--- src/rtl/gate_ex_pkg.sv ---
// -----------------------------------------------------------------------------
// gate_ex_pkg
//   Shared types and constants for the 2-input gate exerciser.
//   - state_e     : exerciser FSM states (2-bit encoding)
//   - NUM_VECTORS : number of input combinations for a 2-input gate
//   - TT_*        : truth tables, bit index = {a,b}
// -----------------------------------------------------------------------------
package gate_ex_pkg;

  typedef enum logic [1:0] {
    IDLE   = 2'd0,
    SETTLE = 2'd1,
    CHECK  = 2'd2,
    FINISH = 2'd3
  } state_e;

  localparam int unsigned NUM_VECTORS = 4;

  localparam logic [3:0] TT_OR   = 4'b1110;
  localparam logic [3:0] TT_AND  = 4'b1000;
  localparam logic [3:0] TT_XOR  = 4'b0110;
  localparam logic [3:0] TT_NAND = 4'b0111;
  localparam logic [3:0] TT_NOR  = 4'b0001;

endpackage : gate_ex_pkg

--- src/rtl/gate_exerciser_settle_timer.sv ---
// -----------------------------------------------------------------------------
// settle_timer
//   Counts the cycles the gate inputs have been held in the SETTLE state.
//   The counter restarts from zero whenever load is high and advances while
//   en is high, stopping at SETTLE_CYCLES-1 where expire is asserted.
//
// Ports:
//   clk    in   rising-edge clock
//   rst_n  in   asynchronous active-low reset
//   load   in   restart the count at zero
//   en     in   advance the count (ignored while load is high)
//   expire out  count has reached SETTLE_CYCLES-1 (combinational decode)
// -----------------------------------------------------------------------------
module settle_timer #(
  parameter int unsigned SETTLE_CYCLES = 1
) (
  input  logic clk,
  input  logic rst_n,
  input  logic load,
  input  logic en,
  output logic expire
);

  // Count spans 0..SETTLE_CYCLES-1; keep at least one bit for SETTLE_CYCLES=1.
  localparam int unsigned CNT_W = (SETTLE_CYCLES > 1) ? $clog2(SETTLE_CYCLES) : 1;
  localparam logic [CNT_W-1:0] LAST = CNT_W'(SETTLE_CYCLES - 1);

  logic [CNT_W-1:0] cnt_q;

  // NOTE: clocked state uses non-blocking assignments so every flop samples
  // the pre-edge values; blocking here would create order-dependent races.
  always_ff @(posedge clk or negedge rst_n) begin
    if (!rst_n) begin
      cnt_q <= '0;
    end else if (load) begin
      cnt_q <= '0;
    end else if (en && !expire) begin
      cnt_q <= cnt_q + CNT_W'(1);
    end
  end

  assign expire = (cnt_q == LAST);

endmodule : settle_timer

--- src/rtl/gate_exerciser.sv ---
// -----------------------------------------------------------------------------
// gate_exerciser
//   Clocked stimulus/response sequencer for a 2-input combinational gate.
//   Drives a/b through {11,10,01,00}, holds each vector SETTLE_CYCLES cycles,
//   samples r for one CHECK cycle and compares it against EXPECTED[{a,b}].
//
// Parameters:
//   EXPECTED      truth table, bit index = {a,b} (default OR)
//   SETTLE_CYCLES cycles a/b are held before r is sampled (1..255)
//   ERR_W         width of err_count (>= 3)
//
// Ports:
//   clk        in   rising-edge clock
//   rst_n      in   asynchronous active-low reset
//   start      in   request a run; only sampled in IDLE
//   r          in   gate output under test
//   a, b       out  gate inputs, registered
//   busy       out  high while a run is in progress (SETTLE/CHECK/FINISH)
//   done       out  one-cycle pulse in FINISH
//   pass       out  run result, valid with done, held until next start
//   err_count  out  saturating mismatch count, held like pass
//   fail_vec   out  bit i set if vector {a,b}=i mismatched, held like pass
// -----------------------------------------------------------------------------
module gate_exerciser
  import gate_ex_pkg::*;
#(
  parameter logic [3:0]  EXPECTED      = TT_OR,
  parameter int unsigned SETTLE_CYCLES = 1,
  parameter int unsigned ERR_W         = 3
) (
  input  logic             clk,
  input  logic             rst_n,
  input  logic             start,
  input  logic             r,
  output logic             a,
  output logic             b,
  output logic             busy,
  output logic             done,
  output logic             pass,
  output logic [ERR_W-1:0] err_count,
  output logic [3:0]       fail_vec
);

  localparam logic [1:0]       FIRST_IDX = 2'(NUM_VECTORS - 1);
  localparam logic [ERR_W-1:0] ERR_MAX   = {ERR_W{1'b1}};

  state_e     state_q;
  state_e     state_d;
  logic [1:0] idx_q;
  logic       settle_done;
  logic       mismatch;
  logic [3:0] fail_next;

  // ---------------------------------------------------------------------------
  // Settle timer: restarts whenever we are outside SETTLE, so each vector
  // begins its hold period from zero.
  // ---------------------------------------------------------------------------
  settle_timer #(
    .SETTLE_CYCLES (SETTLE_CYCLES)
  ) u_settle_timer (
    .clk    (clk),
    .rst_n  (rst_n),
    .load   (state_q != SETTLE),
    .en     (state_q == SETTLE),
    .expire (settle_done)
  );

  // ---------------------------------------------------------------------------
  // FSM state register
  // ---------------------------------------------------------------------------
  always_ff @(posedge clk or negedge rst_n) begin
    if (!rst_n) begin
      state_q <= IDLE;
    end else begin
      state_q <= state_d;
    end
  end

  // ---------------------------------------------------------------------------
  // FSM next state
  // ---------------------------------------------------------------------------
  // NOTE: every always_comb output gets a default before the case so that no
  // path leaves it unassigned, which would otherwise infer a latch.
  always_comb begin
    state_d = state_q;
    unique case (state_q)
      IDLE:    if (start) state_d = SETTLE;
      SETTLE:  if (settle_done) state_d = CHECK;
      CHECK:   state_d = (idx_q == 2'd0) ? FINISH : SETTLE;
      FINISH:  state_d = IDLE;
      default: state_d = IDLE;
    endcase
  end

  // ---------------------------------------------------------------------------
  // Compare. Case-inequality makes an X/Z on r count as a mismatch in
  // simulation; in hardware it reduces to an ordinary inequality.
  // ---------------------------------------------------------------------------
  always_comb begin
    mismatch  = (r !== EXPECTED[idx_q]);
    fail_next = fail_vec;
    if (mismatch) fail_next[idx_q] = 1'b1;
  end

  // ---------------------------------------------------------------------------
  // Vector index, gate drive and result registers
  // ---------------------------------------------------------------------------
  always_ff @(posedge clk or negedge rst_n) begin
    if (!rst_n) begin
      idx_q     <= '0;
      a         <= 1'b0;
      b         <= 1'b0;
      pass      <= 1'b0;
      err_count <= '0;
      fail_vec  <= '0;
    end else begin
      unique case (state_q)
        IDLE: begin
          a <= 1'b0;
          b <= 1'b0;
          if (start) begin
            idx_q     <= FIRST_IDX;
            pass      <= 1'b0;
            err_count <= '0;
            fail_vec  <= '0;
          end
        end
        SETTLE: begin
          a <= idx_q[1];
          b <= idx_q[0];
        end
        CHECK: begin
          if (mismatch) begin
            fail_vec <= fail_next;
            if (err_count != ERR_MAX) err_count <= err_count + ERR_W'(1);
          end
          // pass is resolved on the final compare so it is already valid
          // during the FINISH cycle alongside done.
          if (idx_q == 2'd0) begin
            pass <= (fail_next == 4'b0000);
          end else begin
            idx_q <= idx_q - 2'd1;
          end
        end
        FINISH: ;
        default: ;
      endcase
    end
  end

  assign busy = (state_q != IDLE);
  assign done = (state_q == FINISH);

endmodule : gate_exerciser

--- config.mk ---
export PLATFORM = sky130hd
export DESIGN_NAME = gate_exerciser
export DESIGN_NICKNAME = d
export VERILOG_FILES = /design/src/rtl/gate_ex_pkg.sv /design/src/rtl/gate_exerciser_settle_timer.sv /design/src/rtl/gate_exerciser.sv
export SDC_FILE = /design/constraint.sdc
export NUM_CORES = 1
export LEC_CHECK = 0
export ABC_AREA = 1
export CAP_MARGIN = 20
export CORE_ASPECT_RATIO = 0.75
export CORE_MARGIN = 8
export CORE_UTILIZATION = 44
export CTS_CLUSTER_DIAMETER = 30
export DETAILED_ROUTE_END_ITERATION = 12
export GPL_TIMING_DRIVEN = 0
export HOLD_SLACK_MARGIN = 0.08
export PLACE_DENSITY = 0.83
export SYNTH_ARGS = -nofsm -noshare
export SYNTH_HDL_FRONTEND = slang
export SYNTH_SLANG_ARGS = --single-unit
export TNS_END_PERCENT = 100
--- constraint.sdc ---
create_clock -name clk -period 1.44 [get_ports clk]
set_input_delay 0.288 -clock clk [delete_from_list [all_inputs] [get_ports clk]]
set_output_delay 0.288 -clock clk [all_outputs]
set_load 0.05 [all_outputs]
==> impl_metrics.json <==
{
  "die_y_um": 52.6,
  "fp-row-count": 13,
  "totalWireLength_mm": 1.86,
  "max-slew-margin-rel": 0.560,
  "endpoint_kind": "primary output",
  "antenna_left": 0,
  "insertedDiodeCount": 0,
  "globalRoute.totalOverflow": 0,
  "cts_inserted_buffers": 3,
  "post-place-ws_ns": -0.227,
  "initial_core_util": 0.460,
  "die_w_um": 64.8,
  "numClockSinks": 15,
  "place.detailed.instances": 134,
  "status": "finished clean",
  "floorplan.die_area_um2": 3410,
  "power.total_mw": 2.06,
  "post_synth.cell_area_avg_um2": 8.10,
  "worstPathArrival_ns": 1.10,
  "post_route_cells_drive_above_1_share": 0.301,
  "worstPathRequired_ns": 1.15,
  "cts_root_buf": "sky130_fd_sc_hd__clkbuf_4",
  "worstSetupStartpointType": "flop",
  "post_synth_main_area_contributors": "sky130_fd_sc_hd__dfrtp_1 48%, sky130_fd_sc_hd__nand2_1 12%, sky130_fd_sc_hd__ha_1 9.6%",
  "maxSlewViolCount": 0,
  "finalHoldViolCount": 0,
  "grt_usage": 0.111,
  "viasPerCell": 4.94,
  "post_synthesis_instance_area_um2": 786,
  "synthCells": 97,
  "post_route_drc_violation_count": 0,
  "max_freq_ghz": 0.721,
  "worst_pin_slew_ns": 0.658,
  "static-leakage-power_nw": 0.562,
  "layoutNonFillerInstCount": 145,
  "worst_clock_skew_ns": 0.00754,
  "timing.setup.tns_ns": 0,
  "clk_pin_slew_worst_paths_ns": 0.09,
  "placed_cell_area_um2": 963,
  "dr.first_iter.drc_count": 21,
  "max_cap_violations": 0,
  "yosysTopAreaCellShare": 0.478,
  "fp.coreArea_um2": 1710,
  "detailroute.wirelength.met3_um": 130,
  "first_pass_grt_wire_length_mm": 2.86,
  "area_growth_syn_to_layout_pct": 34.1,
  "layout_commonest_cell": "sky130_fd_sc_hd__nand2_1",
  "min_period_over_period": 0.963,
  "clock_latency_ns": 0.28,
  "setup.worst_path.class": "reg2out",
  "port_buffers": 15,
  "grt_antenna_before_repair": 0,
  "ioPinCount": 16,
  "largest_area_contributor_in_the_synthesized_netlist": "sky130_fd_sc_hd__dfrtp_1",
  "num-nets-final": 134,
  "maximum_fanout_along_the_worst_path": 6,
  "tritoncts": "done",
  "worstHoldPathType": "in2async",
  "power-per-cell-area_nw_per_um2": 1960,
  "layout_common_cells": "24 x sky130_fd_sc_hd__nand2_1, 14 x sky130_fd_sc_hd__dfrtp_1, 11 x sky130_fd_sc_hd__nand3_1, 10 x sky130_fd_sc_hd__inv_1",
  "netlist-cell-type-count": 14,
  "gp_routability_congestion": 0.821,
  "detailed_place_hpwl_mm": 1.25,
  "syn-num-nets": 107,
  "number_of_warnings_printed_during_yosys_synthesis": 0,
  "wl_met1_um": 803,
  "cts_max_path_buffers": 2,
  "avgRoutedWirePerCell_um": 12.8,
  "routed-wl-met2_um": 893,
  "via_count_of_the_first_global_routing_pass": 656,
  "synth-seq-area-share": 0.478,
  "design_area_um2": 1050,
  "setup_viol_count_final": 0,
  "ir_drop_mv": 1.33,
  "htree_levels": 1,
  "synth.ff_latch_count": 15,
  "utilization": 0.617,
  "grt_max_degree": 16,
  "fin_worst_hold_slack_ns": 0.399,
  "highest-signal-layer": "met4",
  "first_pass_iters": 4,
  "finalWorstSetupSlack_ns": 0.0533,
  "detailroute.via_count": 716,
  "period_minus_slack_ns": 1.39
}
[logic make-up after synthesis]
| group | share of synthesized area |
|---|---|
| AO/OA/AOI/OAI | 0.0637 |
| buffers and inverters | 0.0685 |
| AND/OR/NAND/NOR | 0.290 |
| other | 0.00477 |
| adder cells (fa/ha/maj) | 0.0955 |
| flip-flops | 0.478 |
[worst max-delay path, stage by stage, from the launching register on]
cell                      delay (ns)
sky130_fd_sc_hd__dfrtp_2        0.46
sky130_fd_sc_hd__nor2_2         0.11
sky130_fd_sc_hd__inv_1          0.04
sky130_fd_sc_hd__buf_2          0.20
[registers in the layout, summed over array words and instances, names as in the netlist]
name and count:
idx_q 2, err_count 3, u_settle_timer.cnt_q 1, a 1, b 1, pass 1
fail_vec 4, state_q 2
[final cells by class]
cell class	instances	area, µm²
multi-input cells	68	382
well taps	22	27.5
clock inverters	1	5.00
flip-flops and latches	15	377
fillers	141	654
inverters	14	53.8
repair buffers	22	186
clock buffers	3	22.5
[what timing repair did]
item / in CTS / in global routing
pin swaps: 0 / 1
gates resized for setup: 41 / 9
hold buffers: 0 / 0
setup endpoints to repair: 19 / 13
setup buffers: 0 / 7
[path summary, 6_finish.rpt]
check | start | endpoint | slack, ns | cells past startpoint
min | rst_n | state_q[0] | 0.40 | 1
max | state_q[1] | busy | 0.05 | 3
min in group clk | u_settle_timer.cnt_q | state_q[1] | 0.46 | 1
max reg2reg | idx_q[0] | pass | 0.07 | 8
min reg2reg | u_settle_timer.cnt_q | state_q[1] | 0.46 | 1
max in group asynchronous | rst_n | state_q[1] | 0.58 | 1
[metal layers]
metal	vias up	track usage
met3	2	0.0491
li1	358	-
met4	0	0.0614
met2	23	0.181
met5	-	0
met1	333	0.119
[power by group]
part	switching [mW]	total [mW]	internal [mW]
sequential	0.112	0.660	0.548
combinational	0.798	1.17	0.372
clock	0.131	0.234	0.103
[cell usage after synthesis, drive strengths merged]
| cell | number |
|---|---|
| a21oi | 2 |
| clkinv | 1 |
| conb | 1 |
| dfrtp | 15 |
| ha | 6 |
| inv | 13 |
| nand2 | 31 |
| nand3 | 11 |
| nand4 | 2 |
| nor2 | 7 |
| o21ai | 8 |
Power figures use the tool's default switching activity.
